File: src/rtl/interrupt_controller_if.sv
// -----------------------------------------------------------------------------
// interrupt_controller_if
// Purpose : Bundles the signals between the interrupt controller and the rest
//           of the core. These are the external IRQ lines, the mask write port,
//           the PC / acknowledge / return-from-interrupt inputs from the control
//           FSM, and the request, vector and status outputs back to it.
// Modports:
//   master - the core side (control FSM, datapath, IRQ sources). It drives
//            irq, mask_wr, mask_data, pc_in, int_ack and reti.
//   slave  - the interrupt controller. It drives int_req, int_id, int_vector,
//            epc, in_service and pending.
// -----------------------------------------------------------------------------
interface interrupt_controller_if #(
   parameter int NUM_IRQ = 4,
   parameter int ADDR_W  = 16,
   parameter int ID_W    = $clog2(NUM_IRQ)
);

   // core -> controller
   logic [NUM_IRQ-1:0] irq;         // level lines, a rising edge is an event
   logic               mask_wr;     // load the enable register from mask_data
   logic [NUM_IRQ-1:0] mask_data;   // 1 = line enabled
   logic [ADDR_W-1:0]  pc_in;       // current PC, captured as EPC on acknowledge
   logic               int_ack;     // 1-cycle pulse: request accepted
   logic               reti;        // 1-cycle pulse: return from interrupt

   // controller -> core
   logic               int_req;     // request to the control FSM
   logic [ID_W-1:0]    int_id;      // id of the latched request
   logic [ADDR_W-1:0]  int_vector;  // handler address for int_id
   logic [ADDR_W-1:0]  epc;         // return PC captured at acknowledge
   logic               in_service;  // handler currently running
   logic [NUM_IRQ-1:0] pending;     // sticky pending bits, unmasked view

   modport master (
      output irq, mask_wr, mask_data, pc_in, int_ack, reti,
      input  int_req, int_id, int_vector, epc, in_service, pending
   );

   modport slave (
      input  irq, mask_wr, mask_data, pc_in, int_ack, reti,
      output int_req, int_id, int_vector, epc, in_service, pending
   );

endinterface : interrupt_controller_if

File: src/rtl/interrupt_controller.sv
// -----------------------------------------------------------------------------
// interrupt_controller
// Purpose : Interrupt initiator for the multicycle control FSM. It edge-detects
//           the external IRQ lines into sticky pending bits. It masks them with
//           a software-loadable enable register and picks the lowest-numbered
//           eligible line. It then raises int_req to the control FSM. On int_ack
//           it captures the return PC (EPC) and presents the handler vector.
//           Service is single level: nothing new is requested until reti.
// Ports   :
//   CLK        in   system clock, rising edge
//   Reset      in   synchronous, active-high reset
//   bus.irq        in   NUM_IRQ  external requests (level, rising edge = event)
//   bus.mask_wr    in   1        load enable register from bus.mask_data
//   bus.mask_data  in   NUM_IRQ  1 = line enabled
//   bus.pc_in      in   ADDR_W   current PC from the datapath
//   bus.int_ack    in   1        control FSM accepted the request
//   bus.reti       in   1        control FSM executing return-from-interrupt
//   bus.int_req    out  1        request to control FSM (high in REQ)
//   bus.int_id     out  ID_W     id of the latched request
//   bus.int_vector out  ADDR_W   VEC_BASE + int_id * VEC_STRIDE (truncated)
//   bus.epc        out  ADDR_W   return PC captured at int_ack
//   bus.in_service out  1        high in SERVICE
//   bus.pending    out  NUM_IRQ  sticky pending bits
// -----------------------------------------------------------------------------
module interrupt_controller #(
   parameter int                 NUM_IRQ    = 4,
   parameter int                 ADDR_W     = 16,
   parameter logic [ADDR_W-1:0]  VEC_BASE   = 16'h0100,
   parameter logic [ADDR_W-1:0]  VEC_STRIDE = 16'h0004
) (
   input  logic                   CLK,
   input  logic                   Reset,
   interrupt_controller_if.slave  bus
);

   localparam int ID_W = $clog2(NUM_IRQ);

   typedef enum logic [1:0] {
      S_IDLE    = 2'd0,
      S_REQ     = 2'd1,
      S_SERVICE = 2'd2
   } state_t;

   // ---------------------------------------------------------------------------
   // Registers and their next-state values
   // ---------------------------------------------------------------------------
   state_t              state_q,      state_d;
   logic [NUM_IRQ-1:0]  irq_q;
   logic [NUM_IRQ-1:0]  pending_q,    pending_d;
   logic [NUM_IRQ-1:0]  enable_q,     enable_d;
   logic [ID_W-1:0]     int_id_q,     int_id_d;
   logic [ADDR_W-1:0]   int_vector_q, int_vector_d;
   logic [ADDR_W-1:0]   epc_q,        epc_d;

   // ---------------------------------------------------------------------------
   // Combinational helpers
   // ---------------------------------------------------------------------------
   logic [NUM_IRQ-1:0]  rise;
   logic [NUM_IRQ-1:0]  eligible;
   logic [NUM_IRQ-1:0]  clr;
   logic [ID_W-1:0]     winner;
   logic                take_ack;

   // irq_q resets to zero, so a line already high at the first edge after
   // reset is seen as a rising edge.
   assign rise     = bus.irq & ~irq_q;
   assign eligible = pending_q & enable_q;

   // An acknowledge only counts while a request is outstanding.
   assign take_ack = (state_q == S_REQ) && bus.int_ack;

   // Fixed priority: scan from the top down so that the lowest set index is
   // written last and wins (IRQ 0 is the highest priority).
   always_comb begin
      // NOTE: every signal written in a combinational block gets a default
      // first. Otherwise a path that skips the assignment infers a latch.
      winner = '0;
      for (int i = NUM_IRQ - 1; i >= 0; i--) begin
         if (eligible[i]) begin
            winner = ID_W'(i);
         end
      end
   end

   // Pending bits are cleared only for the id being acknowledged. A new rising
   // edge on that same line in the same cycle is not lost, because the set
   // term is ORed in after the clear.
   always_comb begin
      clr = '0;
      if (take_ack) begin
         clr[int_id_q] = 1'b1;
      end
   end

   assign pending_d = (pending_q & ~clr) | rise;

   // The new mask is registered, so it only affects arbitration from the
   // following cycle onwards.
   assign enable_d  = bus.mask_wr ? bus.mask_data : enable_q;

   // ---------------------------------------------------------------------------
   // FSM next-state logic
   // ---------------------------------------------------------------------------
   always_comb begin
      state_d      = state_q;
      int_id_d     = int_id_q;
      int_vector_d = int_vector_q;
      epc_d        = epc_q;

      unique case (state_q)
         S_IDLE: begin
            if (eligible != '0) begin
               state_d      = S_REQ;
               int_id_d     = winner;
               // Unsigned arithmetic, wraps modulo 2^ADDR_W.
               int_vector_d = VEC_BASE + (ADDR_W'(winner) * VEC_STRIDE);
            end
         end

         S_REQ: begin
            // The id and vector stay frozen while the request is outstanding,
            // even if a higher-priority line arrives meanwhile. Acknowledge
            // takes precedence over withdrawal. A request whose line was
            // masked off is withdrawn, but its pending bit is kept.
            if (bus.int_ack) begin
               state_d = S_SERVICE;
               epc_d   = bus.pc_in;
            end else if (!enable_q[int_id_q]) begin
               state_d = S_IDLE;
            end
         end

         S_SERVICE: begin
            // Interrupts do not nest. New edges only accumulate in pending_q
            // until the handler returns.
            if (bus.reti) begin
               state_d = S_IDLE;
            end
         end

         default: begin
            state_d = S_IDLE;
         end
      endcase
   end

   // ---------------------------------------------------------------------------
   // State registers
   // ---------------------------------------------------------------------------
   always_ff @(posedge CLK) begin
      // NOTE: sequential state uses non-blocking assignments. Every register
      // then samples pre-edge values, whatever order the statements appear in.
      if (Reset) begin
         state_q      <= S_IDLE;
         irq_q        <= '0;
         pending_q    <= '0;
         enable_q     <= '0;
         int_id_q     <= '0;
         int_vector_q <= VEC_BASE;
         epc_q        <= '0;
      end else begin
         state_q      <= state_d;
         irq_q        <= bus.irq;
         pending_q    <= pending_d;
         enable_q     <= enable_d;
         int_id_q     <= int_id_d;
         int_vector_q <= int_vector_d;
         epc_q        <= epc_d;
      end
   end

   // ---------------------------------------------------------------------------
   // Outputs: Moore decode of the state plus the holding registers
   // ---------------------------------------------------------------------------
   assign bus.int_req    = (state_q == S_REQ);
   assign bus.in_service = (state_q == S_SERVICE);
   assign bus.int_id     = int_id_q;
   assign bus.int_vector = int_vector_q;
   assign bus.epc        = epc_q;
   assign bus.pending    = pending_q;

endmodule : interrupt_controller

File: src/flat_wrapper.sv
// flat-port wrapper written by rule: the top's interface ports become plain ports
module interrupt_controller_flat 
#(
   parameter int                 NUM_IRQ    = 4,
   parameter int                 ADDR_W     = 16,
   parameter logic [ADDR_W-1:0]  VEC_BASE   = 16'h0100,
   parameter logic [ADDR_W-1:0]  VEC_STRIDE = 16'h0004
)
  (CLK, Reset, bus_irq, bus_mask_wr, bus_mask_data, bus_pc_in, bus_int_ack, bus_reti, bus_int_req, bus_int_id, bus_int_vector, bus_epc, bus_in_service, bus_pending);
  interrupt_controller_if #(.NUM_IRQ(NUM_IRQ), .ADDR_W(ADDR_W)) bus_i ();
  input  logic CLK;
  input  logic Reset;
  input wire logic [$bits(bus_i.irq)-1:0] bus_irq;
  input wire logic [$bits(bus_i.mask_wr)-1:0] bus_mask_wr;
  input wire logic [$bits(bus_i.mask_data)-1:0] bus_mask_data;
  input wire logic [$bits(bus_i.pc_in)-1:0] bus_pc_in;
  input wire logic [$bits(bus_i.int_ack)-1:0] bus_int_ack;
  input wire logic [$bits(bus_i.reti)-1:0] bus_reti;
  output wire logic [$bits(bus_i.int_req)-1:0] bus_int_req;
  output wire logic [$bits(bus_i.int_id)-1:0] bus_int_id;
  output wire logic [$bits(bus_i.int_vector)-1:0] bus_int_vector;
  output wire logic [$bits(bus_i.epc)-1:0] bus_epc;
  output wire logic [$bits(bus_i.in_service)-1:0] bus_in_service;
  output wire logic [$bits(bus_i.pending)-1:0] bus_pending;
  assign bus_i.irq = bus_irq;
  assign bus_i.mask_wr = bus_mask_wr;
  assign bus_i.mask_data = bus_mask_data;
  assign bus_i.pc_in = bus_pc_in;
  assign bus_i.int_ack = bus_int_ack;
  assign bus_i.reti = bus_reti;
  assign bus_int_req = bus_i.int_req;
  assign bus_int_id = bus_i.int_id;
  assign bus_int_vector = bus_i.int_vector;
  assign bus_epc = bus_i.epc;
  assign bus_in_service = bus_i.in_service;
  assign bus_pending = bus_i.pending;
  interrupt_controller #(.NUM_IRQ(NUM_IRQ), .ADDR_W(ADDR_W), .VEC_BASE(VEC_BASE), .VEC_STRIDE(VEC_STRIDE)) u_core (.CLK(CLK), .Reset(Reset), .bus(bus_i));
endmodule
File: config.mk
export PLATFORM = sky130hd
export DESIGN_NAME = interrupt_controller_flat
export DESIGN_NICKNAME = d
export VERILOG_FILES = /design/src/rtl/interrupt_controller_if.sv /design/src/rtl/interrupt_controller.sv /design/src/flat_wrapper.sv
export SDC_FILE = /design/constraint.sdc
export NUM_CORES = 1
export LEC_CHECK = 0
export ABC_AREA = 1
export BUFFER_PORTS_ARGS = -buffer_cell sky130_fd_sc_hd__buf_2
export CORE_MARGIN = 4
export CORE_UTILIZATION = 30
export DETAILED_ROUTE_END_ITERATION = 7
export PLACE_DENSITY = 0.61
export RECOVER_POWER = 50
export SKIP_CTS_REPAIR_TIMING = 1
export SYNTH_ARGS = -nofsm -noshare
export SYNTH_HDL_FRONTEND = slang
export SYNTH_SLANG_ARGS = --single-unit
File: constraint.sdc
create_clock -name CLK -period 2.52 [get_ports CLK]
set_input_delay 0.504 -clock CLK [delete_from_list [all_inputs] [get_ports CLK]]
set_output_delay 0.504 -clock CLK [all_outputs]
set_load 0.005 [all_outputs]
==> results.toml <==
[outcome]
outcome = "finished, final reports clean"

[power]
seq_power_share_pct = 52.7
p_switching_mw = 0.281
power_leakage_nw = 0.775
peakVddDrop_uv = 309
pwr-share-comb_pct = 13.2
p_per_area_nw_per_um2 = 633
swShare_pct = 26.5
internal-power_mw = 0.777
p_total_mw = 1.06
p_clk_share_pct = 34.1

[worst_hold_path]
hold_start = "bus_irq[0]"
hold_path_class = "primary input to flop"
hold_end = "u_core.irq_q[0]"
hold_path_depth = 3

[timing]
slew_headroom_pct = 33.1
finalHoldViolations = 0
slew_viol_final = 0
rsz0062_at_grt = "no"
fin_tns_setup_ps = 0
period_needed_ps = 1760
worstMarginPinSlew_ps = 1000
fmax_ghz = 0.568
fin_worst_skew_ps = 5.72
fin_crit_sh_pct = 69.9
setup_viol = 0

[clock_tree]
clkLatencyLatePin_ps = 280
cts_tree = "yes"
cts_buffers = 5
cts_root_buf = "clkbuf_8"
cts.htree.levels = 2
cts_buffer_depth = 2
cts_sinks = 32
clk_pin_slew_ps = 60

[logic_synthesis]
ys_warn_count = 0
ys_top_cells_by_area = "dfxtp_1 (45%), nand2_1 (13%), buf_4 (8.5%)"
ys_seq_area_share_pct = 45.3
synth_area_sq_um = 1410
synth_area_per_cell_sq_um = 7.51
synthDistinctLibCells = 21
syn_inst = 188
ys_ff_latch = 32
yosys.area.top_type = "dfxtp_1"
ys.flop_type = "dfxtp_1"
async_flop_share_pct = 0
synth_top_cell_area_share_pct = 45.3
synth_edf_count = 0

[critical_path]
cp_slowest_cell = "dfxtp_1"
rrSetupSlack_ps = 1130
critPathTopFamily = "flip-flops"
r2r-end = "u_core.bus.pending[2]"
crit_required_ps = 2020
cp_max_fo = 19
critical_path_buf_inv_count = 2
ff2ff_path_depth = 5
worst_setup_path_end_kind = "output port"
cp-start-kind = "flop"
cp_slowest_stage_delay_ps = 360
cp_cell_sequence = "inv_2 -> nor2_4 -> buf_2"
arrival_ps = 1260
reg2reg_from = "u_core.state_q[0]"
criticalPathCategory = "flop to output port"

[die]
num_rows = 24
die-height_um = 76.6
die_w_um = 76.6
num_io_pins = 69
core_sq_um = 4440
dieArea_sq_um = 5870
start_util_pct = 31.8

[cells_and_area]
nNetsFinal = 266
final_common_cell = "nand2_1"
final_util_pct = 37.6
area_growth_pct = 18.2
num_antenna_cells = 0
layout_common_cells = "nand2_1 (48), buf_2 (40), dfxtp_1 (32)"
drive_above_1_share_pct = 21.9

[placed_design]
port_buffers = 54
hpwl_mm = 2.44
globalplace.congestion = 0.708

[grt]
grt_pass1_vias = 1151
grt_use_total_pct = 11.2
grt_max_degree = 23
grt_pass1_wl_mm = 5.28
globalRoute.totalOverflow = 0
antenna_found_initial = 0

[flow_run]
drv_cap = 0

[detailed_routing]
drcViolationCount = 0
dr.pass1.iters = 4
drtIter0Drc = 67
wl_per_cell_um = 11.1
routed-via-count = 1251
via_per_inst = 4.33
routed_wl_mm = 3.20
antenna_left = 0
[state kept, by name, indices dropped and copies added, names as in the netlist]
signal and flops:
u_core.irq_q 4, u_core.bus.pending 4, u_core.enable_q 4, u_core.bus.epc 16
u_core.state_q 2, u_core.bus.int_id 2
[worst max-delay path by stage]
stage                                  to         startpoint  cells past startpoint
global placement              bus_int_req  u_core.state_q[0]                      3
global route                  bus_int_req  u_core.state_q[0]                      3
finish                        bus_int_req  u_core.state_q[0]                      3
CTS                           bus_int_req  u_core.state_q[0]                      3
detailed placement  u_core.bus.pending[0]              Reset                      4
floorplan                     bus_int_req  u_core.state_q[0]                      3
[through the flow]
stage,instances,worst slack (ps),cell area [sq um],hold WS [ps]
after floorplan,200,1280,1460,399
after global placement,282,1070,1610,401
after detailed placement,282,1050,1610,421
after CTS,289,735,1690,424
after global routing,289,659,1670,425
final,289,759,1670,426
[area by class of cell]
type / count / area [sq um]
fill: 497 / 2770
sequential: 32 / 641
multi-input combinational: 129 / 578
timing repair buffer: 54 / 253
clock buffer: 6 / 72.6
tap: 52 / 65.1
inverter: 15 / 56.3
clock inverter: 1 / 5.00
[synthesized netlist by cell type (3+ instances only)]
library cell  number
nand2_1           48
dfxtp_1           32
a21oi_1           19
nand3_1           18
buf_4             16
nor2_1            15
inv_1             14
o21ai_0            5
buf_2              3
nor3_2             3
o21ai_1            3
[power by group through the flow]
stage	clock network [mW]	logic, mW	registers [mW]
CTS	0.369	0.145	0.558
detailed placement	0	0.144	0.568
global placement	0	0.143	0.568
floorplan	0	0.109	0.566
global route	0.402	0.162	0.562
finish	0.360	0.140	0.557
[metal layers]
| layer | GRT usage, % | part of all wire (%) | routed length [um] | vias up |
|---|---|---|---|---|
| met4 | 4.89 | 1.5 | 49 | 0 |
| met3 | 4.26 | 6.2 | 199 | 7 |
| met5 | 0 | 0 | 0 | - |
| met1 | 13.5 | 44 | 1400 | 545 |
| li1 | - | - | - | 663 |
| met2 | 17.8 | 49 | 1560 | 36 |
[kinds of logic (layout without fill, tap and decap cells)]
kind of cell	count (synthesis)	in the layout	share of synthesized area (%)
AO/OA/AOI/OAI	27	27	9.57
buffers and inverters	39	76	16.9
flip-flops	32	32	45.3
other	2	14	0.532
AND/OR/NAND/NOR	88	88	27.6
[worst register-to-register path, cell delays in order (launching register included)]
cell,delay (ps)
dfxtp_1,360
inv_2,60
nor2_4,360
nand2_4,250
nor3_2,180
o21ai_1,70
(Power assumes the default switching activity.)
